**src/rtl/spi_xip_pkg.sv**
```systemverilog
// -----------------------------------------------------------------------------
// spi_xip_pkg
// Shared constants for the SPI execute-in-place bridge: SPI master register
// offsets, the control word that launches a 64-bit flash read, the flash read
// opcode, the bridge state encoding and small helpers.
// -----------------------------------------------------------------------------
`timescale 1ns/1ps
package spi_xip_pkg;

  // SPI master register offsets, relative to spi_base.
  localparam logic [31:0] SPI_RX0  = 32'h0000_0000;
  localparam logic [31:0] SPI_TX1  = 32'h0000_0004;
  localparam logic [31:0] SPI_CTRL = 32'h0000_0010;
  localparam logic [31:0] SPI_DIV  = 32'h0000_0014;
  localparam logic [31:0] SPI_SS   = 32'h0000_0018;

  // ASS | TX_NEG | GO | CHAR_LEN=64 (encoded as 0x40).
  localparam logic [31:0] CTRL_XIP_START = 32'h0000_2540;
  localparam int          CTRL_GO_BIT    = 8;

  localparam logic [7:0]  FLASH_CMD_READ = 8'h03;

  typedef enum logic [3:0] {
    IDLE   = 4'd0,
    BYPASS = 4'd1,
    TX1    = 4'd2,
    DIV    = 4'd3,
    SS     = 4'd4,
    CTRL   = 4'd5,
    POLL   = 4'd6,
    RX     = 4'd7,
    RESP   = 4'd8,
    ERR    = 4'd9
  } xip_state_e;

  // States that own an out-port transfer.
  function automatic logic is_step(input xip_state_e s);
    return (s == TX1) || (s == DIV) || (s == SS) ||
           (s == CTRL) || (s == POLL) || (s == RX);
  endfunction

  // Byte reversal: flash byte 0 (first on the wire, MSB of RX0) lands in [7:0].
  function automatic logic [31:0] bswap32(input logic [31:0] d);
    return {d[7:0], d[15:8], d[23:16], d[31:24]};
  endfunction

endpackage

```
**src/rtl/spi_xip_apb_xfer.sv**
```systemverilog
// -----------------------------------------------------------------------------
// apb_master_xfer
// Runs one APB master transfer: a setup cycle (psel=1, penable=0) followed by
// access cycles until pready. A new start presented in the completing access
// cycle is accepted immediately, so chained transfers have no idle gap.
//
// Ports
//   clk_i, rst_ni              clock, asynchronous active-low reset
//   start_i                    request a transfer (sampled when idle or on done)
//   addr_i, write_i, wdata_i   transfer attributes, latched on acceptance
//   done_o                     completing access cycle (combinational pulse)
//   rdata_o, err_o             read data / slave error, valid with done_o
//   psel_o .. pwdata_o         APB master request
//   pready_i, prdata_i, pslverr_i  APB master response
// -----------------------------------------------------------------------------
`timescale 1ns/1ps
module apb_master_xfer (
  input  logic        clk_i,
  input  logic        rst_ni,
  input  logic        start_i,
  input  logic [31:0] addr_i,
  input  logic        write_i,
  input  logic [31:0] wdata_i,
  output logic        done_o,
  output logic [31:0] rdata_o,
  output logic        err_o,
  output logic        psel_o,
  output logic        penable_o,
  output logic [31:0] paddr_o,
  output logic        pwrite_o,
  output logic [31:0] pwdata_o,
  input  logic        pready_i,
  input  logic [31:0] prdata_i,
  input  logic        pslverr_i
);

  typedef enum logic [1:0] {
    PH_IDLE   = 2'd0,
    PH_SETUP  = 2'd1,
    PH_ACCESS = 2'd2
  } phase_e;

  phase_e      phase_q;
  logic [31:0] addr_q;
  logic        write_q;
  logic [31:0] wdata_q;
  logic        accept;

  assign done_o  = (phase_q == PH_ACCESS) && pready_i;
  assign err_o   = done_o && pslverr_i;
  assign rdata_o = prdata_i;
  assign accept  = start_i && ((phase_q == PH_IDLE) || done_o);

  assign psel_o    = (phase_q != PH_IDLE);
  assign penable_o = (phase_q == PH_ACCESS);
  assign paddr_o   = addr_q;
  assign pwrite_o  = write_q;
  assign pwdata_o  = wdata_q;

  always_ff @(posedge clk_i or negedge rst_ni) begin
    if (!rst_ni) begin
      phase_q <= PH_IDLE;
      addr_q  <= '0;
      write_q <= 1'b0;
      wdata_q <= '0;
    end else begin
      unique case (phase_q)
        PH_IDLE:   if (start_i) phase_q <= PH_SETUP;
        PH_SETUP:  phase_q <= PH_ACCESS;
        PH_ACCESS: if (pready_i) phase_q <= start_i ? PH_SETUP : PH_IDLE;
        default:   phase_q <= PH_IDLE;
      endcase
      if (accept) begin
        addr_q  <= addr_i;
        write_q <= write_i;
        wdata_q <= wdata_i;
      end
    end
  end

endmodule

```
**src/rtl/spi_xip_apb.sv**
```systemverilog
// -----------------------------------------------------------------------------
// spi_xip_apb
// Execute-in-place bridge in front of an APB SPI master. Accesses outside the
// flash window pass straight through to the SPI master. Reads inside the
// window are turned into the SPI programming sequence TX1, DIV, SS, CTRL,
// POLL (repeated while GO is set), RX, and the RX word is returned to the CPU.
// Writes into the window, or a slave error on any sequence step, return
// pslverr.
//
// Handshake: both APB ports follow APB semantics. A request is valid from the
// setup cycle (psel=1, penable=0); it completes on the access cycle
// (psel=1, penable=1) in which pready=1, and prdata/pslverr are only
// meaningful in that cycle. in_pready for XIP and error responses is a
// single-cycle pulse; the CPU holds psel/penable until it sees it.
//
// Configuration: define SPI_XIP_BSWAP_EN to byte-reverse the RX word.
//
// Ports
//   clk, resetn              clock, asynchronous active-low reset
//   in_*                     APB slave port from the CPU
//   out_*                    APB master port to the SPI master
//   dbg_state                current bridge state
// -----------------------------------------------------------------------------
`timescale 1ns/1ps
module spi_xip_apb
  import spi_xip_pkg::*;
#(
  parameter logic [31:0] flash_addr_start = 32'h3000_0000,
  parameter logic [31:0] flash_addr_end   = 32'h3fff_ffff,
  parameter logic [31:0] spi_base         = 32'h1000_1000,
  parameter logic [31:0] spi_divider      = 32'h0000_0001
) (
  input  logic        clk,
  input  logic        resetn,
  input  logic [31:0] in_paddr,
  input  logic        in_psel,
  input  logic        in_penable,
  input  logic [2:0]  in_pprot,
  input  logic        in_pwrite,
  input  logic [31:0] in_pwdata,
  input  logic [3:0]  in_pstrb,
  output logic        in_pready,
  output logic [31:0] in_prdata,
  output logic        in_pslverr,
  output logic [31:0] out_paddr,
  output logic        out_psel,
  output logic        out_penable,
  output logic [2:0]  out_pprot,
  output logic        out_pwrite,
  output logic [31:0] out_pwdata,
  output logic [3:0]  out_pstrb,
  input  logic        out_pready,
  input  logic [31:0] out_prdata,
  input  logic        out_pslverr,
  output xip_state_e  dbg_state
);

  xip_state_e  state_q, state_d;
  logic [21:0] word_q;     // flash word address captured at decode
  logic [31:0] data_q;     // RX word returned in RESP
  logic        kick_q;     // launches the first step one cycle after decode

  logic        decode, hit, bypass_req;
  logic        x_start, x_done, x_err, x_write;
  logic [31:0] x_addr, x_wdata, x_rdata;
  logic        x_psel, x_penable, x_pwrite;
  logic [31:0] x_paddr, x_pwdata;

  assign decode     = (state_q == IDLE) && in_psel && !in_penable;
  assign hit        = (in_paddr >= flash_addr_start) && (in_paddr <= flash_addr_end);
  // The setup cycle of a bypassed access is forwarded in the decode cycle
  // itself so pass-through costs no latency.
  assign bypass_req = (state_q == BYPASS) || (decode && !hit);
  assign dbg_state  = state_q;

  always_comb begin
    state_d = state_q;
    unique case (state_q)
      IDLE:   if (decode) state_d = !hit ? BYPASS : (in_pwrite ? ERR : TX1);
      BYPASS: if (out_pready) state_d = IDLE;
      TX1, DIV, SS, CTRL, POLL, RX: begin
        if (x_done) begin
          if (x_err) begin
            state_d = ERR;
          end else begin
            case (state_q)
              TX1:     state_d = DIV;
              DIV:     state_d = SS;
              SS:      state_d = CTRL;
              CTRL:    state_d = POLL;
              POLL:    state_d = x_rdata[CTRL_GO_BIT] ? POLL : RX;
              default: state_d = RESP;
            endcase
          end
        end
      end
      RESP, ERR: state_d = IDLE;
      default:   state_d = IDLE;
    endcase
  end

  // Attributes of the step about to be launched. They are keyed on the next
  // state so the following step can be accepted in the completing cycle.
  always_comb begin
    x_addr  = spi_base;
    x_write = 1'b0;
    x_wdata = '0;
    case (state_d)
      TX1: begin
        x_addr  = spi_base + SPI_TX1;
        x_write = 1'b1;
        x_wdata = {FLASH_CMD_READ, word_q, 2'b00};
      end
      DIV: begin
        x_addr  = spi_base + SPI_DIV;
        x_write = 1'b1;
        x_wdata = spi_divider;
      end
      SS: begin
        x_addr  = spi_base + SPI_SS;
        x_write = 1'b1;
        x_wdata = 32'h0000_0001;
      end
      CTRL: begin
        x_addr  = spi_base + SPI_CTRL;
        x_write = 1'b1;
        x_wdata = CTRL_XIP_START;
      end
      POLL:    x_addr = spi_base + SPI_CTRL;
      RX:      x_addr = spi_base + SPI_RX0;
      default: ;
    endcase
  end

  assign x_start = kick_q || (x_done && !x_err && is_step(state_d));

  apb_master_xfer u_xfer (
    .clk_i     (clk),
    .rst_ni    (resetn),
    .start_i   (x_start),
    .addr_i    (x_addr),
    .write_i   (x_write),
    .wdata_i   (x_wdata),
    .done_o    (x_done),
    .rdata_o   (x_rdata),
    .err_o     (x_err),
    .psel_o    (x_psel),
    .penable_o (x_penable),
    .paddr_o   (x_paddr),
    .pwrite_o  (x_pwrite),
    .pwdata_o  (x_pwdata),
    .pready_i  (out_pready),
    .prdata_i  (out_prdata),
    .pslverr_i (out_pslverr)
  );

  always_ff @(posedge clk or negedge resetn) begin
    if (!resetn) begin
      state_q <= IDLE;
      word_q  <= '0;
      data_q  <= '0;
      kick_q  <= 1'b0;
    end else begin
      state_q <= state_d;
      kick_q  <= (state_q == IDLE) && (state_d == TX1);
      if (decode && hit && !in_pwrite) word_q <= in_paddr[23:2];
      if ((state_q == RX) && x_done && !x_err) begin
`ifdef SPI_XIP_BSWAP_EN
        data_q <= bswap32(x_rdata);
`else
        data_q <= x_rdata;
`endif
      end
    end
  end

  always_comb begin
    if (bypass_req) begin
      out_paddr   = in_paddr;
      out_psel    = in_psel;
      out_penable = in_penable;
      out_pprot   = in_pprot;
      out_pwrite  = in_pwrite;
      out_pwdata  = in_pwdata;
      out_pstrb   = in_pstrb;
    end else begin
      out_paddr   = x_paddr;
      out_psel    = x_psel;
      out_penable = x_penable;
      out_pprot   = 3'b000;
      out_pwrite  = x_pwrite;
      out_pwdata  = x_pwdata;
      out_pstrb   = x_psel ? 4'hf : 4'h0;
    end
  end

  always_comb begin
    if (state_q == BYPASS) begin
      in_pready  = out_pready;
      in_prdata  = out_prdata;
      in_pslverr = out_pslverr;
    end else begin
      in_pready  = (state_q == RESP) || (state_q == ERR);
      in_prdata  = (state_q == RESP) ? data_q : '0;
      in_pslverr = (state_q == ERR);
    end
  end

endmodule

```
**config.mk**
```make
export PLATFORM = sky130hd
export DESIGN_NAME = spi_xip_apb
export DESIGN_NICKNAME = d
export VERILOG_FILES = /design/src/rtl/spi_xip_pkg.sv /design/src/rtl/spi_xip_apb_xfer.sv /design/src/rtl/spi_xip_apb.sv
export SDC_FILE = /design/constraint.sdc
export NUM_CORES = 1
export LEC_CHECK = 0
export CORE_ASPECT_RATIO = 1.5
export CORE_MARGIN = 2
export CORE_UTILIZATION = 44
export CTS_CLUSTER_SIZE = 8
export DETAILED_ROUTE_END_ITERATION = 7
export HOLD_SLACK_MARGIN = 0.02
export PLACE_DENSITY = 0.84
export SLEW_MARGIN = 20
export SYNTH_ARGS = -nofsm -noshare
export SYNTH_HDL_FRONTEND = slang
export SYNTH_SLANG_ARGS = --single-unit
```
**constraint.sdc**
```tcl
create_clock -name clk -period 6.1 [get_ports clk]
set_input_delay 1.22 -clock clk [delete_from_list [all_inputs] [get_ports clk]]
set_output_delay 1.22 -clock clk [all_outputs]
set_load 0.02 [all_outputs]
```
==> summary.md, run 1 <==
| Metric | Value |
|---|---|
| IO Pins | `approximately 220` |
| Nets | `758` |
| Most common cell after layout, fill and taps aside | `clkdlybuf4s50_1` |
| Outcome | `finished, final reports clean` |
| Crit Path Max Fanout | `64` |
| Layout cells sized above 1 | `0.145` |
| Most frequent CP cell | `nand2_1` |
| Post-cts resize count | `0` |
| Simple-gate share of the synthesized area | `0.188` |
| Mux cell area share after synthesis | `0.137` |
| Placer congestion estimate | `0.849` |
| Fillers | `roughly 750` |
| Final Hold Viols | `0` |
| Residual DRC | `0` |
| Mapped Area | `around 0.0046 mm2` |
| Asr flop ratio synth | `1.00` |
| Critical path origin | `in_psel` |
| CTS sink cnt | `90` |
| Max Clk Rate | `196 MHz` |
| DIE HEIGHT | `around 130 um` |
| Maximum number of pins on one net before global-route repair | `91` |
| Worst r2r src | `dbg_state[1]` |
| Die Footprint | `0.0113 mm2` |
| Worst path max stage delay | `between 0.6 and 0.7 ns` |
| First-pass DRT Iterations | `4` |
| Reg2reg path depth | `7` |
| Final setup fails | `0` |
| Core area | `0.0102 mm2` |
| R2r setup slk | `about 2.8 ns` |
| Avg Cell Area, Syn | `approximately 10 um2` |
| Maximum clock path buffer count | `2` |
| WP data arrival | `3.87 ns` |
| Post-synth EDFFs | `0` |
| Largest family of logic cells by synthesized area | `simple AND/OR/NAND/NOR gates` |
| Worst setup slack after layout | `about 1.0 ns` |
| Max VDD drop | `~180 uV` |
| Crit path depth | `8` |
| DR vias/cell | `5.21` |
| All-Layer GR Usage | `0.225` |
| Vias in the first global route | `4148` |
| Grt ovf | `0` |
| Finished Layout Cells | `between 700 and 800` |
| Area Overhead vs Synth | `57.2%` |
| WL per Instance | `around 16 um` |
| Leak | `3.31 nW` |
| CP Launch Type | `primary input` |
| Global-route wire length before repair | `~20000 um` |
| Tcrit/Tclk final | `0.835` |
| Highest-count cells in the layout ignoring fill and taps | `220 x clkdlybuf4s50_1, 105 x nand2_1, 90 x dfrtp_1` |
| Post-Route WL | `12800 um` |
| Adder-Cell Fraction of Synth Area | `0` |
| Post-synth cell types | `47` |
| Post-Synthesis Cells | `approximately 440` |
| Clock Pin Slew Worst Setup and Hold Paths | `0.06 ns` |
| Setup bufs post-CTS | `0` |
| H-tree levels | `3` |
| Critical path class | `in2out` |
| CTS tree | `built` |
| Yosys warns | `0` |
| Pwr/cell area | `207 mW/mm2` |
| Post-synthesis xor/xnor area fraction | `0` |
| Diodes inserted | `0` |
| Slowest-stage cell, CP | `clkdlybuf4s50_1` |
| Starting DRC count in detailed routing | `165` |
| Initial antenna violation count | `0` |
| Busiest grt layer | `met2` |
| Buffers added on ports | `about 220` |
| Register area share after synthesis | `0.489` |
| Hold Crit Class | `reg2reg` |
| Pre-CTS setup slack | `a little under 1 ns` |
| Cts hold-fix bufs | `0` |
| Critical path's top delay family | `buffers and inverters` |
| Latest clock arrival within the worst-skew pair | `approximately 0.34 ns` |
| Met3 Usage GRT | `0.0376` |
| Placed Cells incl. Taps | `slightly below 800` |
| Max-cap violation count | `0` |
| Setup crit end kind | `primary output` |
| Root Buffer | `clkbuf_16` |
| CP required | `roughly 4.9 ns` |
| Grt met1 use | `0.260` |
| Clk_skew | `roughly 0.0059 ns` |
| Crit-path cells | `clkdlybuf4s50_1 -> nor3b_2 -> nand2_1 -> o21ai_4 -> buf_4 -> nand2_1 -> nand2_1 -> clkdlybuf4s50_1` |
| Post-synthesis register bit count | `90` |
| Routed Antenna Nets | `0` |
| Post-Syn Nets | `about 550` |
| Fin util | `0.711` |
| Worst-Margin Slew | `roughly 0.84 ns` |
| Buf/Inv on CP | `3` |
| Tmin final | `5.09 ns` |
| Die Span X | `just under 90 um` |
| Slew Limit Headroom | `0.439` |
| TritonCTS buffer count | `9` |
| Grt met2 use | `0.405` |
| RSZ-0062 raised after global routing | `no` |
| R2r endpoint | `u_xfer.pwdata_o[23]` |
| Via count | `4140` |
| Starting Density | `0.452` |
| Synth Area in Compound Gates | `0.150` |
| Rows | `45` |
| Post-DP HPWL | `~9400 um` |
| Max Slew Vio Count | `0` |
| Commonest register cell after synthesis | `dfrtp_1` |
| CP Capture Point | `out_paddr[12]` |
| Setup TNS | `0 ns` |
==> routing by layer <==
metal | vias up | part of all wire
met5 | - | 0
met3 | 24 | 0.048
met4 | 0 | 0.026
met1 | 1985 | 0.39
li1 | 1960 | -
met2 | 171 | 0.54
==> worst min path at each step <==
stage / startpoint / to / slack, ns / cells after the start
after floorplan: u_xfer.paddr_o[12] / u_xfer.paddr_o[12] / 0.43 / 1
after global placement: u_xfer.paddr_o[12] / u_xfer.paddr_o[12] / 0.45 / 1
after detailed placement: u_xfer.paddr_o[12] / u_xfer.paddr_o[12] / 0.45 / 1
after CTS: u_xfer.paddr_o[12] / u_xfer.paddr_o[12] / 0.47 / 1
after global routing: word_q[18] / u_xfer.pwdata_o[20] / 0.50 / 1
final: u_xfer.paddr_o[12] / u_xfer.paddr_o[12] / 0.47 / 1
==> cell usage after synthesis, types with 2 or more instances <==
| cell type | count | share of area |
|---|---|---|
| nand2_1 | 105 | 0.086 |
| dfrtp_1 | 90 | 0.49 |
| mux2_2 | 54 | 0.13 |
| a22o_1 | 50 | 0.095 |
| and2_1 | 38 | 0.052 |
| clkbuf_1 | 19 | 0.015 |
| o21ai_0 | 8 | 0.0087 |
| buf_2 | 7 | 0.0076 |
| nor3_1 | 6 | 0.0065 |
| a21oi_1 | 5 | 0.0054 |
| o21a_1 | 5 | 0.0081 |
| a2bb2oi_1 | 4 | 0.0076 |
| inv_1 | 4 | 0.0033 |
| nor2_1 | 4 | 0.0033 |
| a31oi_1 | 3 | 0.0041 |
| nand2b_1 | 3 | 0.0041 |
| a211o_1 | 2 | 0.0038 |
| and3_1 | 2 | 0.0027 |
| buf_1 | 2 | 0.0016 |
| buf_6 | 2 | 0.0049 |
| nand3_1 | 2 | 0.0022 |
==> cells by family after synthesis <==
family                 Yosys count
and+or+nand+nor                174
DFF                             90
AOI/OAI and AO/OA               84
muxes                           56
buffers and inverters           37
==> power breakdown <==
group          leakage (nW)  switching (mW)  internal (mW)
logic                  1.93           0.120          0.149
registers              1.24          0.0365          0.635
clock network         0.145           0.221          0.339
==> metrics by stage <==
| step | power [mW] | area (um2) | hold WS [ns] |
|---|---|---|---|
| 5_1_grt | 1.56 | 7250 | 0.496 |
| 2_1_floorplan | 0.791 | 4610 | 0.435 |
| 3_5_place_dp | 0.950 | 6940 | 0.452 |
| 4_1_cts | 1.51 | 7240 | 0.470 |
| 6_report | 1.50 | 7250 | 0.468 |
| 3_3_place_gp | 0.941 | 6940 | 0.450 |
==> state kept, by name, indices dropped and copies added, names as in the netlist <==
signal / cells
u_xfer.paddr_o: 4
u_xfer.phase_q: 2
word_q: 22
u_xfer.pwrite_o: 1
kick_q: 1
dbg_state: 4
data_q: 32
u_xfer.pwdata_o: 24
==> cell type report <==
type | count | area (um2) | area share
multi-input cells | 314 | 2230 | 0.308
well taps | 141 | 176 | 0.0243
clock inverters | 4 | 50.0 | 0.00690
inverters | 7 | 32.5 | 0.00449
repair buffers | 226 | 2250 | 0.311
clock buffers | 12 | 256 | 0.0354
flip-flops and latches | 90 | 2250 | 0.311
Power figures use the tool's default switching activity.
==> run 2, diff against run 1 <==
--- a/config.mk
+++ b/config.mk
@@ -7,11 +7,11 @@
 export LEC_CHECK = 0
 export CORE_ASPECT_RATIO = 1.5
 export CORE_MARGIN = 2
-export CORE_UTILIZATION = 44
+export CORE_UTILIZATION = 41
 export CTS_CLUSTER_SIZE = 8
 export DETAILED_ROUTE_END_ITERATION = 7
 export HOLD_SLACK_MARGIN = 0.02
-export PLACE_DENSITY = 0.84
+export PLACE_DENSITY = 0.79
 export SLEW_MARGIN = 20
 export SYNTH_ARGS = -nofsm -noshare
 export SYNTH_HDL_FRONTEND = slang
==> constraint.sdc (replaced) <==
create_clock -name clk -period 4.7 [get_ports clk]
set_input_delay 0.94 -clock clk [delete_from_list [all_inputs] [get_ports clk]]
set_output_delay 0.94 -clock clk [all_outputs]
set_load 0.02 [all_outputs]
==> summary.md, run 2 (synthesis results as in run 1) <==
| Metric | Value |
|---|---|
| Max VDD drop | `168 uV` |
| Nets | `approximately 760` |
| Slew Limit Headroom | `0.426` |
| Max Clk Rate | `235 MHz` |
| H-tree levels | `3` |
| Finished Layout Cells | `803` |
| Die Span X | `roughly 91 um` |
| Crit path depth | `7` |
| Highest-count cells in the layout ignoring fill and taps | `220 x clkdlybuf4s50_1, 105 x nand2_1, 90 x dfrtp_1` |
| Diodes inserted | `0` |
| CP Capture Point | `out_paddr[25]` |
| Clock Pin Slew Worst Setup and Hold Paths | `around 0.06 ns` |
| Global-route wire length before repair | `between 20000 and 25000 um` |
| Post-cts resize count | `0` |
| DR vias/cell | `around 5.1` |
| Maximum clock path buffer count | `2` |
| All-Layer GR Usage | `0.213` |
| WP data arrival | `between 3 and 4 ns` |
| Root Buffer | `clkbuf_16` |
| Rows | `47` |
| CTS sink cnt | `90` |
| Critical path origin | `in_psel` |
| Starting DRC count in detailed routing | `approximately 110` |
| Core area | `between 0.01 and 0.015 mm2` |
| Buffers added on ports | `~220` |
| Buf/Inv on CP | `3` |
| Post-DP HPWL | `9430 um` |
| Setup crit end kind | `primary output` |
| Die Footprint | `0.0121 mm2` |
| Initial antenna violation count | `0` |
| DIE HEIGHT | `134 um` |
| Critical path's top delay family | `buffers and inverters` |
| Crit Path Max Fanout | `between 60 and 70` |
| Worst r2r src | `dbg_state[1]` |
| Hold Crit Class | `reg2reg` |
| Tcrit/Tclk final | `0.905` |
| Placed Cells incl. Taps | `~790` |
| WL per Instance | `15.8 um` |
| Max Slew Vio Count | `0` |
| Maximum number of pins on one net before global-route repair | `69` |
| Max-cap violation count | `0` |
| Max reg flops | `32` |
| Vias in the first global route | `about 4100` |
| Area Overhead vs Synth | `58.8%` |
| Clk_skew | `around 0.006 ns` |
| R2r endpoint | `u_xfer.pwdata_o[22]` |
| Crit-path cells | `clkdlybuf4s50_1 -> nor3b_2 -> nand2_1 -> o21ai_4 -> buf_12 -> and2_1 -> clkdlybuf4s50_1` |
| Slowest-stage cell, CP | `clkdlybuf4s50_1` |
| Final Hold Viols | `0` |
| Residual DRC | `0` |
| Setup bufs post-CTS | `0` |
| Latest clock arrival within the worst-skew pair | `about 0.34 ns` |
| Via count | `between 4000 and 5000` |
| Setup TNS | `0 ns` |
| Placed Area | `around 0.007 mm2` |
| First-pass DRT Iterations | `4` |
| Pwr/cell area | `between 200 and 300 mW/mm2` |
| Reg2reg path depth | `7` |
| Placer congestion estimate | `roughly 0.86` |
| IO Pins | `approximately 220` |
| Outcome | `finished, final reports clean` |
| Final instance area | `around 0.0073 mm2` |
| Worst path max stage delay | `between 0.6 and 0.7 ns` |
| CP required | `between 3 and 4 ns` |
| CTS tree | `built` |
| R2r setup slk | `~2.1 ns` |
| Starting Density | `0.419` |
| CP Launch Type | `primary input` |
| Post-Route WL | `around 13000 um` |
| Critical path class | `in2out` |
| Cts hold-fix bufs | `0` |
| Worst setup slack after layout | `0.444 ns` |
| Most frequent CP cell | `clkdlybuf4s50_1` |
| Routed Antenna Nets | `0` |
| Tmin final | `4.26 ns` |
| TritonCTS buffer count | `9` |
| Most common cell after layout, fill and taps aside | `clkdlybuf4s50_1` |
| Grt ovf | `0` |
| Leak | `approximately 3.3 nW` |
| Pre-CTS setup slack | `about 0.48 ns` |
| Layout cells sized above 1 | `0.149` |
| Final setup fails | `0` |
| Worst-Margin Slew | `approximately 0.86 ns` |
| RSZ-0062 raised after global routing | `no` |
| Most flop-heavy register | `data_q` |
[run 2: cell count changes in the layout (fill, tap and decap cells not counted), sizes merged]
cell,previous run,this run
clkinvlp,2,1
bufinv,1,2
buf,6,9
[run 2: metal layers]
metal | wire length [um] | global-route usage | vias up
met5 | 0 | 0 | -
met4 | 243 | 0.0795 | 0
met3 | 729 | 0.0478 | 15
met2 | 6600 | 0.379 | 153
met1 | 5110 | 0.250 | 1934
li1 | - | - | 1955
[run 2: final cells by class]
class	instances	area, um2
Timing Repair Buffer	229	2280
Tap cell	147	184
Clock inverter	4	72.6
Sequential cell	90	2250
Clock buffer	12	267
Fill cell	854	3680
Multi-Input combinational cell	314	2230
Inverter	7	32.5
[run 2: stage by stage]
stage,utilization,power (mW),hold slack (ns)
2_1_floorplan,-,1.03,0.435
3_3_place_gp,0.635,1.22,0.453
3_5_place_dp,0.635,1.23,0.459
4_1_cts,0.665,2.03,0.476
5_1_grt,0.665,2.09,0.486
6_report,0.665,2.01,0.482
[run 2: worst min-delay path by stage]
stage | startpoint | endpoint | slack [ns] | cells past startpoint
finish | u_xfer.paddr_o[12] | u_xfer.paddr_o[12] | 0.48 | 1
global route | u_xfer.paddr_o[12] | u_xfer.paddr_o[12] | 0.49 | 1
CTS | u_xfer.paddr_o[12] | u_xfer.paddr_o[12] | 0.48 | 1
detailed placement | u_xfer.paddr_o[12] | u_xfer.paddr_o[12] | 0.46 | 1
global placement | u_xfer.paddr_o[12] | u_xfer.paddr_o[12] | 0.45 | 1
floorplan | u_xfer.paddr_o[12] | u_xfer.paddr_o[12] | 0.43 | 1
[run 2: power by group]
part	internal, mW	switching, mW	leakage [nW]
Sequential	0.825	0.0399	1.24
Combinational	0.194	0.159	1.94
Clock	0.508	0.287	0.165
